--- config.mk ---
export PLATFORM = sky130hd
export DESIGN_NAME = lsu_mem_req_flat
export DESIGN_NICKNAME = d
export VERILOG_FILES = /design/src/rtl/lsu_pkg.sv /design/src/rtl/lsu_mem_req_if.sv /design/src/rtl/lsu_store_align.sv /design/src/rtl/lsu_mem_req.sv /design/src/flat_wrapper.sv
export SDC_FILE = /design/constraint.sdc
export NUM_CORES = 1
export LEC_CHECK = 0
export BUFFER_PORTS_ARGS = -buffer_cell sky130_fd_sc_hd__buf_2
export CAP_MARGIN = 15
export CELL_PAD_IN_SITES_DETAIL_PLACEMENT = 1
export CELL_PAD_IN_SITES_GLOBAL_PLACEMENT = 1
export CORE_ASPECT_RATIO = 0.8
export CORE_UTILIZATION = 36
export DETAILED_ROUTE_END_ITERATION = 12
export PLACE_DENSITY = 0.89
export REMOVE_ABC_BUFFERS = 1
export SYNTH_ARGS = -nofsm -noshare
export SYNTH_HDL_FRONTEND = slang
export SYNTH_SLANG_ARGS = --single-unit
export TNS_END_PERCENT = 30
--- constraint.sdc ---
create_clock -name clk -period 3.7 [get_ports clk]
set_clock_uncertainty 0.15 [all_clocks]
set_input_delay 0.37 -clock clk [delete_from_list [all_inputs] [get_ports clk]]
set_output_delay 0.37 -clock clk [all_outputs]
set_load 0.005 [all_outputs]
--- src/rtl/lsu_pkg.sv ---
// Shared types and constants for the LSU memory request engine.
package lsu_pkg;

    typedef enum logic [2:0] {
        IDLE    = 3'd0,
        RD_ADDR = 3'd1,
        RD_DATA = 3'd2,
        WR_REQ  = 3'd3,
        WR_RESP = 3'd4,
        DONE    = 3'd5
    } lsu_state_e;

    localparam logic [2:0] FUNCT3_LB  = 3'b000;
    localparam logic [2:0] FUNCT3_LH  = 3'b001;
    localparam logic [2:0] FUNCT3_LW  = 3'b010;
    localparam logic [2:0] FUNCT3_LBU = 3'b100;
    localparam logic [2:0] FUNCT3_LHU = 3'b101;
    localparam logic [2:0] FUNCT3_SB  = 3'b000;
    localparam logic [2:0] FUNCT3_SH  = 3'b001;
    localparam logic [2:0] FUNCT3_SW  = 3'b010;

    localparam logic [1:0] RESP_OKAY  = 2'b00;

    // Unsupported encodings are folded into the misaligned case so they never reach the bus.
    function automatic logic lsu_misaligned(input logic [2:0] funct3,
                                            input logic       is_store,
                                            input logic [1:0] off);
        logic bad_s;
        bad_s = 1'b1;
        if (is_store) begin
            case (funct3)
                FUNCT3_SB: bad_s = 1'b0;
                FUNCT3_SH: bad_s = (off == 2'd3);
                FUNCT3_SW: bad_s = (off != 2'd0);
                default:   bad_s = 1'b1;
            endcase
        end else begin
            case (funct3)
                FUNCT3_LB, FUNCT3_LBU: bad_s = 1'b0;
                FUNCT3_LH, FUNCT3_LHU: bad_s = (off == 2'd3);
                FUNCT3_LW:             bad_s = (off != 2'd0);
                default:               bad_s = 1'b1;
            endcase
        end
        return bad_s;
    endfunction

endpackage

--- src/rtl/lsu_mem_req_if.sv ---
// Request/result handshakes plus the AXI4-Lite master channels of the LSU.
interface lsu_mem_req_if #(
    parameter int ADDR_W = 32,
    parameter int DATA_W = 32
);
    logic                  in_valid;
    logic                  in_ready;
    logic [ADDR_W-1:0]     in_addr;
    logic [DATA_W-1:0]     in_wdata;
    logic [2:0]            in_funct3;
    logic                  in_is_store;

    logic                  out_valid;
    logic                  out_ready;
    logic [DATA_W-1:0]     out_raw_data;
    logic [ADDR_W-1:0]     out_addr;
    logic [2:0]            out_funct3;
    logic                  out_is_store;
    logic                  out_err;

    logic [ADDR_W-1:0]     araddr;
    logic                  arvalid;
    logic                  arready;
    logic [DATA_W-1:0]     rdata;
    logic [1:0]            rresp;
    logic                  rvalid;
    logic                  rready;

    logic [ADDR_W-1:0]     awaddr;
    logic                  awvalid;
    logic                  awready;
    logic [DATA_W-1:0]     wdata;
    logic [DATA_W/8-1:0]   wstrb;
    logic                  wvalid;
    logic                  wready;
    logic [1:0]            bresp;
    logic                  bvalid;
    logic                  bready;

    modport master (
        input  in_valid, in_addr, in_wdata, in_funct3, in_is_store,
        output in_ready,
        output out_valid, out_raw_data, out_addr, out_funct3, out_is_store, out_err,
        input  out_ready,
        output araddr, arvalid, rready,
        input  arready, rdata, rresp, rvalid,
        output awaddr, awvalid, wdata, wstrb, wvalid, bready,
        input  awready, wready, bresp, bvalid
    );

    modport slave (
        output in_valid, in_addr, in_wdata, in_funct3, in_is_store,
        input  in_ready,
        input  out_valid, out_raw_data, out_addr, out_funct3, out_is_store, out_err,
        output out_ready,
        input  araddr, arvalid, rready,
        output arready, rdata, rresp, rvalid,
        input  awaddr, awvalid, wdata, wstrb, wvalid, bready,
        output awready, wready, bresp, bvalid
    );
endinterface

--- src/rtl/lsu_store_align.sv ---
// Byte-lane placement of store data/strobe and access legality check.
module lsu_store_align
    import lsu_pkg::*;
#(
    parameter int DATA_W = 32
) (
    input  logic [1:0]        addr,
    input  logic [2:0]        funct3,
    input  logic [DATA_W-1:0] wdata,
    input  logic              is_store,
    output logic [DATA_W-1:0] wdata_al,
    output logic [3:0]        wstrb,
    output logic              misalign
);

    // Shift data into its lanes and build the strobe for legal stores only
    always_comb begin
        wdata_al = wdata << {addr, 3'b000};
        misalign = lsu_misaligned(funct3, is_store, addr);
        wstrb    = 4'b0000;
        if (is_store && !misalign) begin
            case (funct3)
                FUNCT3_SB: wstrb = 4'b0001 << addr;
                FUNCT3_SH: wstrb = 4'b0011 << addr;
                FUNCT3_SW: wstrb = 4'b1111;
                default:   wstrb = 4'b0000;
            endcase
        end else begin
            wstrb = 4'b0000;
        end
    end

endmodule

--- src/rtl/lsu_mem_req.sv ---
// LSU memory request engine: one EXU request becomes a single AXI4-Lite read or
// write, and the raw bus word is held until the consumer accepts it.
module lsu_mem_req
    import lsu_pkg::*;
#(
    parameter int ADDR_W = 32,
    parameter int DATA_W = 32
) (
    input  logic          clk,
    input  logic          rst_n,
    lsu_mem_req_if.master bus
);

    lsu_state_e            state_r;
    lsu_state_e            state_n_s;
    logic                  in_ready_r;
    logic                  accept_s;
    logic [ADDR_W-1:0]     addr_r;
    logic [2:0]            funct3_r;
    logic                  is_store_r;
    logic [DATA_W-1:0]     wdata_r;
    logic [DATA_W/8-1:0]   wstrb_r;
    logic [DATA_W-1:0]     raw_r;
    logic [DATA_W-1:0]     raw_n_s;
    logic                  err_r;
    logic                  err_n_s;
    logic                  aw_done_r;
    logic                  aw_done_n_s;
    logic                  w_done_r;
    logic                  w_done_n_s;
    logic [DATA_W-1:0]     al_wdata_s;
    logic [3:0]            al_wstrb_s;
    logic                  misalign_s;

    lsu_store_align #(.DATA_W(DATA_W)) u_align (
        .addr     (bus.in_addr[1:0]),
        .funct3   (bus.in_funct3),
        .wdata    (bus.in_wdata),
        .is_store (bus.in_is_store),
        .wdata_al (al_wdata_s),
        .wstrb    (al_wstrb_s),
        .misalign (misalign_s)
    );

    assign accept_s = bus.in_valid & in_ready_r;

    // Next-state and result computation
    always_comb begin
        state_n_s   = state_r;
        raw_n_s     = raw_r;
        err_n_s     = err_r;
        aw_done_n_s = aw_done_r;
        w_done_n_s  = w_done_r;
        case (state_r)
            IDLE: begin
                if (accept_s) begin
                    raw_n_s     = '0;
                    err_n_s     = 1'b0;
                    aw_done_n_s = 1'b0;
                    w_done_n_s  = 1'b0;
                    if (misalign_s) begin
                        state_n_s = DONE;
                        err_n_s   = 1'b1;
                    end else if (bus.in_is_store) begin
                        state_n_s = WR_REQ;
                    end else begin
                        state_n_s = RD_ADDR;
                    end
                end else begin
                    state_n_s = IDLE;
                end
            end
            RD_ADDR: begin
                if (bus.arready) begin
                    state_n_s = RD_DATA;
                end else begin
                    state_n_s = RD_ADDR;
                end
            end
            RD_DATA: begin
                if (bus.rvalid) begin
                    raw_n_s   = bus.rdata;
                    err_n_s   = (bus.rresp != RESP_OKAY);
                    state_n_s = DONE;
                end else begin
                    state_n_s = RD_DATA;
                end
            end
            WR_REQ: begin
                // AW and W complete independently; either may finish first or both together
                aw_done_n_s = aw_done_r | bus.awready;
                w_done_n_s  = w_done_r | bus.wready;
                if (aw_done_n_s && w_done_n_s) begin
                    state_n_s = WR_RESP;
                end else begin
                    state_n_s = WR_REQ;
                end
            end
            WR_RESP: begin
                if (bus.bvalid) begin
                    raw_n_s   = '0;
                    err_n_s   = (bus.bresp != RESP_OKAY);
                    state_n_s = DONE;
                end else begin
                    state_n_s = WR_RESP;
                end
            end
            DONE: begin
                if (bus.out_ready) begin
                    state_n_s = IDLE;
                end else begin
                    state_n_s = DONE;
                end
            end
            default: begin
                state_n_s = IDLE;
            end
        endcase
    end

    // State register; in_ready is registered so it stays low while reset is held
    always_ff @(posedge clk or negedge rst_n) begin
        if (!rst_n) begin
            state_r    <= IDLE;
            in_ready_r <= 1'b0;
        end else begin
            state_r    <= state_n_s;
            in_ready_r <= (state_n_s == IDLE);
        end
    end

    // Request capture on acceptance and result/handshake bookkeeping
    always_ff @(posedge clk or negedge rst_n) begin
        if (!rst_n) begin
            addr_r     <= '0;
            funct3_r   <= 3'b000;
            is_store_r <= 1'b0;
            wdata_r    <= '0;
            wstrb_r    <= '0;
            raw_r      <= '0;
            err_r      <= 1'b0;
            aw_done_r  <= 1'b0;
            w_done_r   <= 1'b0;
        end else begin
            if (accept_s) begin
                addr_r     <= bus.in_addr;
                funct3_r   <= bus.in_funct3;
                is_store_r <= bus.in_is_store;
                wdata_r    <= al_wdata_s;
                wstrb_r    <= al_wstrb_s;
            end
            raw_r     <= raw_n_s;
            err_r     <= err_n_s;
            aw_done_r <= aw_done_n_s;
            w_done_r  <= w_done_n_s;
        end
    end

    assign bus.in_ready     = in_ready_r;
    assign bus.out_valid    = (state_r == DONE);
    assign bus.out_raw_data = raw_r;
    assign bus.out_addr     = addr_r;
    assign bus.out_funct3   = funct3_r;
    assign bus.out_is_store = is_store_r;
    assign bus.out_err      = err_r;

    assign bus.araddr  = {addr_r[ADDR_W-1:2], 2'b00};
    assign bus.arvalid = (state_r == RD_ADDR);
    assign bus.rready  = (state_r == RD_DATA);

    assign bus.awaddr  = {addr_r[ADDR_W-1:2], 2'b00};
    assign bus.awvalid = (state_r == WR_REQ) && !aw_done_r;
    assign bus.wdata   = wdata_r;
    assign bus.wstrb   = wstrb_r;
    assign bus.wvalid  = (state_r == WR_REQ) && !w_done_r;
    assign bus.bready  = (state_r == WR_RESP);

endmodule
--- src/flat_wrapper.sv ---
// flat-port wrapper written by rule: the top's interface ports become plain ports
module lsu_mem_req_flat import lsu_pkg::*;
#(
    parameter int ADDR_W = 32,
    parameter int DATA_W = 32
)
  (clk, rst_n, bus_in_valid, bus_in_addr, bus_in_wdata, bus_in_funct3, bus_in_is_store, bus_in_ready, bus_out_valid, bus_out_raw_data, bus_out_addr, bus_out_funct3, bus_out_is_store, bus_out_err, bus_out_ready, bus_araddr, bus_arvalid, bus_rready, bus_arready, bus_rdata, bus_rresp, bus_rvalid, bus_awaddr, bus_awvalid, bus_wdata, bus_wstrb, bus_wvalid, bus_bready, bus_awready, bus_wready, bus_bresp, bus_bvalid);
  lsu_mem_req_if #(.ADDR_W(ADDR_W), .DATA_W(DATA_W)) bus_i ();
  input  logic clk;
  input  logic rst_n;
  input wire logic [$bits(bus_i.in_valid)-1:0] bus_in_valid;
  input wire logic [$bits(bus_i.in_addr)-1:0] bus_in_addr;
  input wire logic [$bits(bus_i.in_wdata)-1:0] bus_in_wdata;
  input wire logic [$bits(bus_i.in_funct3)-1:0] bus_in_funct3;
  input wire logic [$bits(bus_i.in_is_store)-1:0] bus_in_is_store;
  output wire logic [$bits(bus_i.in_ready)-1:0] bus_in_ready;
  output wire logic [$bits(bus_i.out_valid)-1:0] bus_out_valid;
  output wire logic [$bits(bus_i.out_raw_data)-1:0] bus_out_raw_data;
  output wire logic [$bits(bus_i.out_addr)-1:0] bus_out_addr;
  output wire logic [$bits(bus_i.out_funct3)-1:0] bus_out_funct3;
  output wire logic [$bits(bus_i.out_is_store)-1:0] bus_out_is_store;
  output wire logic [$bits(bus_i.out_err)-1:0] bus_out_err;
  input wire logic [$bits(bus_i.out_ready)-1:0] bus_out_ready;
  output wire logic [$bits(bus_i.araddr)-1:0] bus_araddr;
  output wire logic [$bits(bus_i.arvalid)-1:0] bus_arvalid;
  output wire logic [$bits(bus_i.rready)-1:0] bus_rready;
  input wire logic [$bits(bus_i.arready)-1:0] bus_arready;
  input wire logic [$bits(bus_i.rdata)-1:0] bus_rdata;
  input wire logic [$bits(bus_i.rresp)-1:0] bus_rresp;
  input wire logic [$bits(bus_i.rvalid)-1:0] bus_rvalid;
  output wire logic [$bits(bus_i.awaddr)-1:0] bus_awaddr;
  output wire logic [$bits(bus_i.awvalid)-1:0] bus_awvalid;
  output wire logic [$bits(bus_i.wdata)-1:0] bus_wdata;
  output wire logic [$bits(bus_i.wstrb)-1:0] bus_wstrb;
  output wire logic [$bits(bus_i.wvalid)-1:0] bus_wvalid;
  output wire logic [$bits(bus_i.bready)-1:0] bus_bready;
  input wire logic [$bits(bus_i.awready)-1:0] bus_awready;
  input wire logic [$bits(bus_i.wready)-1:0] bus_wready;
  input wire logic [$bits(bus_i.bresp)-1:0] bus_bresp;
  input wire logic [$bits(bus_i.bvalid)-1:0] bus_bvalid;
  assign bus_i.in_valid = bus_in_valid;
  assign bus_i.in_addr = bus_in_addr;
  assign bus_i.in_wdata = bus_in_wdata;
  assign bus_i.in_funct3 = bus_in_funct3;
  assign bus_i.in_is_store = bus_in_is_store;
  assign bus_in_ready = bus_i.in_ready;
  assign bus_out_valid = bus_i.out_valid;
  assign bus_out_raw_data = bus_i.out_raw_data;
  assign bus_out_addr = bus_i.out_addr;
  assign bus_out_funct3 = bus_i.out_funct3;
  assign bus_out_is_store = bus_i.out_is_store;
  assign bus_out_err = bus_i.out_err;
  assign bus_i.out_ready = bus_out_ready;
  assign bus_araddr = bus_i.araddr;
  assign bus_arvalid = bus_i.arvalid;
  assign bus_rready = bus_i.rready;
  assign bus_i.arready = bus_arready;
  assign bus_i.rdata = bus_rdata;
  assign bus_i.rresp = bus_rresp;
  assign bus_i.rvalid = bus_rvalid;
  assign bus_awaddr = bus_i.awaddr;
  assign bus_awvalid = bus_i.awvalid;
  assign bus_wdata = bus_i.wdata;
  assign bus_wstrb = bus_i.wstrb;
  assign bus_wvalid = bus_i.wvalid;
  assign bus_bready = bus_i.bready;
  assign bus_i.awready = bus_awready;
  assign bus_i.wready = bus_wready;
  assign bus_i.bresp = bus_bresp;
  assign bus_i.bvalid = bus_bvalid;
  lsu_mem_req #(.ADDR_W(ADDR_W), .DATA_W(DATA_W)) u_core (.clk(clk), .rst_n(rst_n), .bus(bus_i));
endmodule
==> results of run 1 <==
==> cell usage after synthesis (3+ instances only) <==
master,instances
a211oi_1,8
a21oi_1,21
a22o_1,8
a22oi_1,3
buf_12,3
buf_2,9
buf_4,65
clkbuf_1,13
dfrtp_1,111
inv_1,37
mux2_2,43
mux2i_1,48
nand2_1,56
nor2_1,12
nor2b_1,9
o21ai_0,13
o21ai_1,9
o31ai_1,3
==> power by group through the flow <==
stage                     Clock, mW  Combinational (mW)  Sequential [mW]
after detailed placement          0                2.27             2.16
final                         0.971                2.21             2.15
after CTS                      1.01                2.26             2.15
after global placement            0                2.18             2.14
after floorplan                   0               0.948             2.22
after global routing           1.05                2.44             2.22
==> per-layer routing <==
| layer | up-vias | routed length, um | track usage [%] |
|---|---|---|---|
| met5 | - | 12 | 0 |
| met4 | 2 | 103 | 4.783 |
| met3 | 10 | 1209 | 6.348 |
| met2 | 181 | 7758 | 35.12 |
| met1 | 2060 | 6723 | 24.12 |
| li1 | 2062 | - | - |
==> path summary, 6_finish.rpt <==
path,from,endpoint,slack (ns),cells past startpoint
max,u_core.state_r[2]$_DFF_PN0_,u_core.bus.out_raw_data[8]$_DFFE_PN0P_,1.16,4
min,bus_in_addr[10],u_core.bus.out_addr[10]$_DFFE_PN0P_,0.1,2
max reg2reg,u_core.state_r[2]$_DFF_PN0_,u_core.bus.out_raw_data[8]$_DFFE_PN0P_,1.16,4
min reg2reg,u_core.bus.wdata[14]$_DFFE_PN0P_,u_core.bus.wdata[14]$_DFFE_PN0P_,0.33,2
max in group asynchronous,rst_n,u_core.bus.wdata[15]$_DFFE_PN0P_,2.15,3
min in group asynchronous,rst_n,u_core.bus.out_raw_data[15]$_DFFE_PN0P_,0.49,2
==> sequential cells by signal, summed over array words and instances (netlist names) <==
| register | flops |
|---|---|
| u_core.bus.out_funct3 | 3 |
| u_core.aw_done_r | 1 |
| u_core.bus.wstrb | 4 |
| u_core.w_done_r | 1 |
| u_core.bus.out_is_store | 1 |
| u_core.state_r | 3 |
| u_core.bus.wdata | 32 |
| u_core.bus.out_addr | 32 |
| u_core.bus.in_ready | 1 |
| u_core.bus.out_err | 1 |
| u_core.bus.out_raw_data | 32 |
==> per-stage QoR <==
| stage | instances | setup slack, ns | utilization [%] |
|---|---|---|---|
| finish | 936 | 1.159 | 46.23 |
| CTS | 936 | 1.123 | 46.23 |
| global route | 936 | 0.9352 | 46.23 |
| global placement | 918 | 1.328 | 44.18 |
| detailed placement | 919 | 1.140 | 44.23 |
| floorplan | 419 | -0.4522 | - |
==> critical path, cell delays in order, from the launching register on <==
cell	delay, ns
dfrtp_1	0.56
nor3b_2	0.42
o31a_2	0.63
buf_4	0.38
mux2i_1	0.28
==> layout by cell type (no fill, tap or decap), types with 3 or more instances in the layout <==
cell type  synthesis  routed
o21ai_0           13      13
clkbuf_16          0       9
nand2_1           56      55
nor2_1            12      12
nor2b_1            9       9
o21ai_1            9       9
inv_1             37      37
buf_4             65       6
buf_2              9     283
dfrtp_1          111     111
mux2i_1           48      48
a211oi_1           8       8
a22o_1             8       8
inv_6              0       3
o31ai_1            3       3
a22oi_1            3       3
a21oi_1           21      21
conb_1             1       4
mux2_2            43      43
==> logic make-up after synthesis <==
family / Yosys count
buf+inv: 130
flops: 111
simple gates: 96
compound gates: 77
other cells: 1
mux: 94
==> layout make-up <==
| cell class | count | area share [%] |
|---|---|---|
| Clock inverter | 4 | 0.5031 |
| Timing Repair Buffer | 291 | 21.42 |
| Clock buffer | 12 | 3.683 |
| Multi-Input combinational cell | 271 | 28.75 |
| Sequential cell | 111 | 39.88 |
| Inverter | 37 | 1.994 |
| Tap cell | 210 | 3.773 |
==> flow_summary_export.csv, run 1 <==
group,metric,value,unit
worst_setup_path,cp-end-kind,"flop",
timing,finalCriticalPeriod,2.541,ns
timing,max_freq,0.3936,GHz
drt,drt-vias-per-instance,4.610,
yosys,ys.flop_type,"dfrtp_1",
yosys,synthCells,509,
yosys,netlist_area,0.005562,sq mm
global_routing,grtUsageTotal,20.11,%
run,max_cap_violations,0,
clock_network,tritoncts,"done",
clock_network,cts_resized,0,
clock_network,clkSinkCount,111,
drt,drtIter0Drc,143,
global_routing,grt_pass1_vias,4541,
yosys,ys_seq_elements,111,
floorplan,fp.dieH,113.2,um
floorplan,start_util,36.92,%
worst_hold_path,hold_class,"in2reg",
placed_design,dpl-instance-area,0.006663,sq mm
drt,drc_errors,0,
global_routing,antenna_found_initial,1,
yosys,synth_mux_area_share,18.02,%
global_routing,grt_pass1_wl,24.62,mm
power,seqPwrFrac,40.3,%
power,p_switching,1.920,mW
clock_network,h-tree-depth,3,
layout,area_growth,25.22,%
yosys,synth_simple_gate_area_share,8.436,%
yosys,synthTopCellsByArea,"dfrtp_1 50%, buf_4 8.8%, mux2_2 8.7%",
layout,nFillCells,1757,
power,power.leakage,3.590,nW
layout,layout-drive-gt1-share,49.59,%
placed_design,gp_congestion,0.8159,
clock_network,cts_buffer_depth,2,
timing,maxSlewViolCount,0,
yosys,synthArstFlopShare,100.0,%
layout,design_area,0.006964,sq mm
worst_setup_path,critPathLaunchType,"flop",
floorplan,die_w,141.0,um
drt,antenna_left,0,
timing,hold_violations,0,
yosys,synth-compound-area-share,8.999,%
floorplan,io_pins,289,
power,p_comb_share,41.5,%
yosys,netlist.area_leader.share,49.94,%
layout,multi_input_area,0.002002,sq mm
yosys,yosys.area_share.adder,0,%
global_routing,grt_max_degree,78,
clock_network,cts_setup_buffers,0,
clock_network,clkLatencyLatePin,0.35,ns
floorplan,die_area,0.01595,sq mm
global_routing,gr-total-overflow,0,
power,peakVddDrop,0.0004105,V
yosys,synthXorXnorAreaFrac,0,%
yosys,yosysSeqAreaShare,49.94,%
layout,n_antenna_cell,0,
power,switching_share,36.01,%
timing,min_period_over_period,68.66,%
power,power.density,765.6,mW/mm^2
power,p_clk_share,18.2,%
worst_setup_path,worstPathMaxFanout,20,
timing,worst_pin_slew,0.8992,ns
status,status,"finished clean",
layout,ff_latch_area,0.002778,sq mm
timing,hold_ws,0.09509,ns
yosys,yosys_warnings,0,
floorplan,row_count,40,
yosys,synth_top_family_by_area,"multiplexers",
yosys,synth_area_leader_cell,"dfrtp_1",
worst_setup_path,worst-endpoint-required,3.81,ns
timing,rsz0062_at_grt,"no",
clock_network,cts_made_buffers,9,
power,internal-power,3.412,mW
worst_setup_path,worst-setup-path-type,"reg2reg",
drt,routed_wl,15.81,mm
drt,wire_per_inst,16.89,um
yosys,synth-edff-count,0,
clock_network,clockRootBuffer,"clkbuf_16",
drt,dr.pass1.iters,4,
placed_design,dpl.hpwl,11.95,mm
worst_setup_path,crit_arrival,2.65,ns
power,power,5.332,mW
yosys,syn_area_per_cell,10.93,sq um
yosys,yosys.cell_types.count,48,
clock_network,clk_pin_slew,0.07,ns
layout,nNetsFinal,834,
timing,setup_tns,0,ns
timing,slew_headroom,40.05,%
timing,setup_viol,0,
drt,vias,4315,
floorplan,core_region_area,0.01506,sq mm
clock_network,hold_buffers,1,
placed_design,portBuffers,284,
Power figures use the tool's default switching activity.
==> run 2: changes to the inputs <==
--- a/config.mk
+++ b/config.mk
@@ -5,14 +5,15 @@
 export SDC_FILE = /design/constraint.sdc
 export NUM_CORES = 1
 export LEC_CHECK = 0
+export ABC_AREA = 1
 export BUFFER_PORTS_ARGS = -buffer_cell sky130_fd_sc_hd__buf_2
 export CAP_MARGIN = 15
 export CELL_PAD_IN_SITES_DETAIL_PLACEMENT = 1
 export CELL_PAD_IN_SITES_GLOBAL_PLACEMENT = 1
 export CORE_ASPECT_RATIO = 0.8
-export CORE_UTILIZATION = 36
+export CORE_UTILIZATION = 32
 export DETAILED_ROUTE_END_ITERATION = 12
-export PLACE_DENSITY = 0.89
+export PLACE_DENSITY = 0.83
 export REMOVE_ABC_BUFFERS = 1
 export SYNTH_ARGS = -nofsm -noshare
 export SYNTH_HDL_FRONTEND = slang
==> constraint.sdc (replaced) <==
create_clock -name clk -period 2.46 [get_ports clk]
set_clock_uncertainty 0.15 [all_clocks]
set_input_delay 0.246 -clock clk [delete_from_list [all_inputs] [get_ports clk]]
set_output_delay 0.246 -clock clk [all_outputs]
set_load 0.005 [all_outputs]
==> run 2 against run 1 <==
Effect of this change: power is 55% higher; cell count is 21% higher; clock power is 48% higher; largest cell class unchanged.
==> flow_summary_export.csv, run 2 <==
group,metric,value,unit
status,status,"finished clean",
clock_network,cts_resized,0,
drt,routed_wl,18.56,mm
layout,n_antenna_cell,0,
layout,nNetsFinal,1018,
yosys,ys_seq_elements,111,
clock_network,clkSinkCount,111,
worst_setup_path,cp_slowest_cell,"dfrtp_1",
clock_network,clockRootBuffer,"clkbuf_16",
timing,max_freq,0.4898,GHz
global_routing,antenna_found_initial,0,
floorplan,row_count,42,
yosys,ys.flop_type,"dfrtp_1",
clock_network,tritoncts,"done",
worst_setup_path,r2r_slack,0.61,ns
layout,mostFrequentLayoutCells,"283 x buf_2, 247 x nand2_1, 111 x dfrtp_1, 63 x dlygate4sd3_1",
timing,setup_viol,0,
floorplan,core_region_area,0.01671,sq mm
power,seqPwrFrac,38.1,%
yosys,synthCells,625,
worst_setup_path,worstPathMaxFanout,7,
drt,antenna_left,0,
worst_setup_path,cp_slowest_stage_delay,0.46,ns
layout,layout.cells.non_filler,1130,
global_routing,grtUsageTotal,20.88,%
placed_design,place_ws,0.6659,ns
yosys,yosys-top-cells-count,"248 x nand2_1, 111 x dfrtp_1, 67 x buf_4, 30 x nand3_2, 30 x o21ai_0",
drt,drtIter0Drc,166,
layout,layout-drive-gt1-share,39.34,%
layout,area_growth,37.97,%
worst_setup_path,critPathLaunchType,"flop",
timing,worst_slack,0.4184,ns
placed_design,post-place-cells,1051,
yosys,yosysMostFrequentCell,"nand2_1",
yosys,yosysSeqAreaShare,50.15,%
worst_setup_path,crit_chain,"inv_2 -> nand2_2 -> nor2_1 -> inv_1 -> nor2_1 -> buf_2",
clock_network,clkLatencyLatePin,0.35,ns
timing,maxSlewViolCount,0,
placed_design,dpl-instance-area,0.006721,sq mm
timing,hold_violations,0,
yosys,synthTopCellsByArea,"dfrtp_1 50%, nand2_1 17%, buf_4 9.1%",
power,internal-power,4.879,mW
layout,post-route-util,45.73,%
timing,rsz0062_at_grt,"no",
power,power.density,1084,mW/mm^2
floorplan,fp.dieH,119.7,um
worst_setup_path,cpMostUsedCell,"nor2_1",
global_routing,gr-total-overflow,0,
floorplan,start_util,33.15,%
floorplan,io_pins,289,
worst_setup_path,worst-setup-path-type,"reg2out",
placed_design,portBuffers,284,
timing,slew_headroom,65.88,%
power,power,8.286,mW
timing,worst_pin_slew,0.5118,ns
power,switching_share,41.12,%
drt,drc_errors,0,
clock_network,cts_made_buffers,9,
yosys,yosys.cell_types.count,31,
yosys,netlist_area,0.005539,sq mm
clock_network,h-tree-depth,3,
placed_design,gp_congestion,0.8005,
yosys,synth_area_leader_cell,"dfrtp_1",
yosys,syn_area_per_cell,8.862,sq um
placed_design,dpl.hpwl,13.01,mm
worst_setup_path,worst-endpoint-required,2.06,ns
floorplan,die_w,149.1,um
worst_setup_path,cp-end-kind,"output port",
power,p_clk_share,17.4,%
clock_network,cts_buffer_depth,2,
yosys,synth-edff-count,0,
timing,finalCriticalPeriod,2.042,ns
global_routing,grt_pass1_wl,29.08,mm
power,p_switching,3.407,mW
drt,drt-vias-per-instance,4.640,
worst_setup_path,critPathBufInv,3,
layout,final_common_cell,"buf_2",
yosys,yosys_warnings,0,
run,max_cap_violations,0,
drt,wire_per_inst,16.42,um
global_routing,grt_max_degree,57,
worst_setup_path,critPathTopFamily,"flip-flops",
floorplan,die_area,0.01784,sq mm
timing,min_period_over_period,82.99,%
global_routing,grt_pass1_vias,5598,
power,power.leakage,4.373,nW
drt,dr.pass1.iters,4,
worst_setup_path,crit_arrival,1.65,ns
clock_network,clk_pin_slew,0.08,ns
yosys,netlist.area_leader.share,50.15,%
worst_hold_path,hold_class,"in2reg",
power,p_comb_share,44.6,%
layout,design_area,0.007642,sq mm
drt,vias,5243,
power,peakVddDrop,0.0006159,V
yosys,synthArstFlopShare,100.0,%
==> run 2: power by group through the flow <==
stage	registers, mW	clock network (mW)	logic [mW]
2_1_floorplan	3.23	0	1.49
3_3_place_gp	3.13	0	3.48
3_5_place_dp	3.18	0	3.60
4_1_cts	3.16	1.50	3.69
5_1_grt	3.25	1.56	4.08
6_report	3.15	1.44	3.69
==> run 2: logic make-up (layout without fill, tap and decap cells) <==
kind of cell	Yosys count	count (layout)	synth area share [%]
other	1	4	0.06770
buffers and inverters	116	398	13.44
AO/OA/AOI/OAI	52	52	6.031
AND/OR/NAND/NOR	331	331	27.78
flip-flops	111	111	50.15
multiplexers	14	14	2.530
==> run 2: worst paths after layout <==
kind                                                       from                                      end  cells past startpoint
worst max-delay path                u_core.state_r[2]$_DFF_PN0_                               bus_wvalid                      6
worst min-delay path                              bus_rdata[11]  u_core.bus.out_raw_data[11]$_DFFE_PN0P_                      3
worst max register to register      u_core.state_r[1]$_DFF_PN0_  u_core.bus.out_raw_data[27]$_DFFE_PN0P_                      6
worst min register to register  u_core.bus.wstrb[1]$_DFFE_PN0P_          u_core.bus.wstrb[1]$_DFFE_PN0P_                      2
max in group asynchronous                                 rst_n      u_core.bus.out_addr[23]$_DFFE_PN0P_                      3
min in group asynchronous                                 rst_n         u_core.bus.wdata[11]$_DFFE_PN0P_                      2
==> run 2: per-layer routing <==
metal / GRT usage [%] / wire [um] / share of wire (%) / up-vias
li1: - / - / - / 2493
met1: 23.37 / 7408 / 40 / 2541
met2: 38.28 / 9808 / 53 / 166
met5: 0 / 0 / 0 / -
met3: 3.878 / 786 / 4.2 / 43
met4: 9.184 / 553 / 3.0 / 0
==> run 2: cell type report <==
class	count	area, sq um
Clock inverter	6	51.30
Inverter	23	86.33
Fill cell	2058	9069
Tap cell	220	275.3
Multi-Input combinational cell	401	2031
Clock buffer	10	239.0
Sequential cell	111	2778
Timing Repair Buffer	359	2182
==> run 2: worst register-to-register path: cells and delay by family, from the launching register on <==
family,cells,cell delay [ns]
simple gates,5,0.82
flops,1,0.47
buf+inv,1,0.35
==> run 2: metrics by stage <==
step	setup TNS, ns	hold slack (ns)
2_1_floorplan	-63.67	-0.1996
3_3_place_gp	0	0.03650
3_5_place_dp	0	0.04196
4_1_cts	0	0.006897
5_1_grt	0	0.01121
6_report	0	0.02618
==> run 2: timing repair <==
item                                   in CTS  in global routing
endpoints found under the hold margin      86                  0
buffers inserted                            0                  0
hold buffers                               63                  0
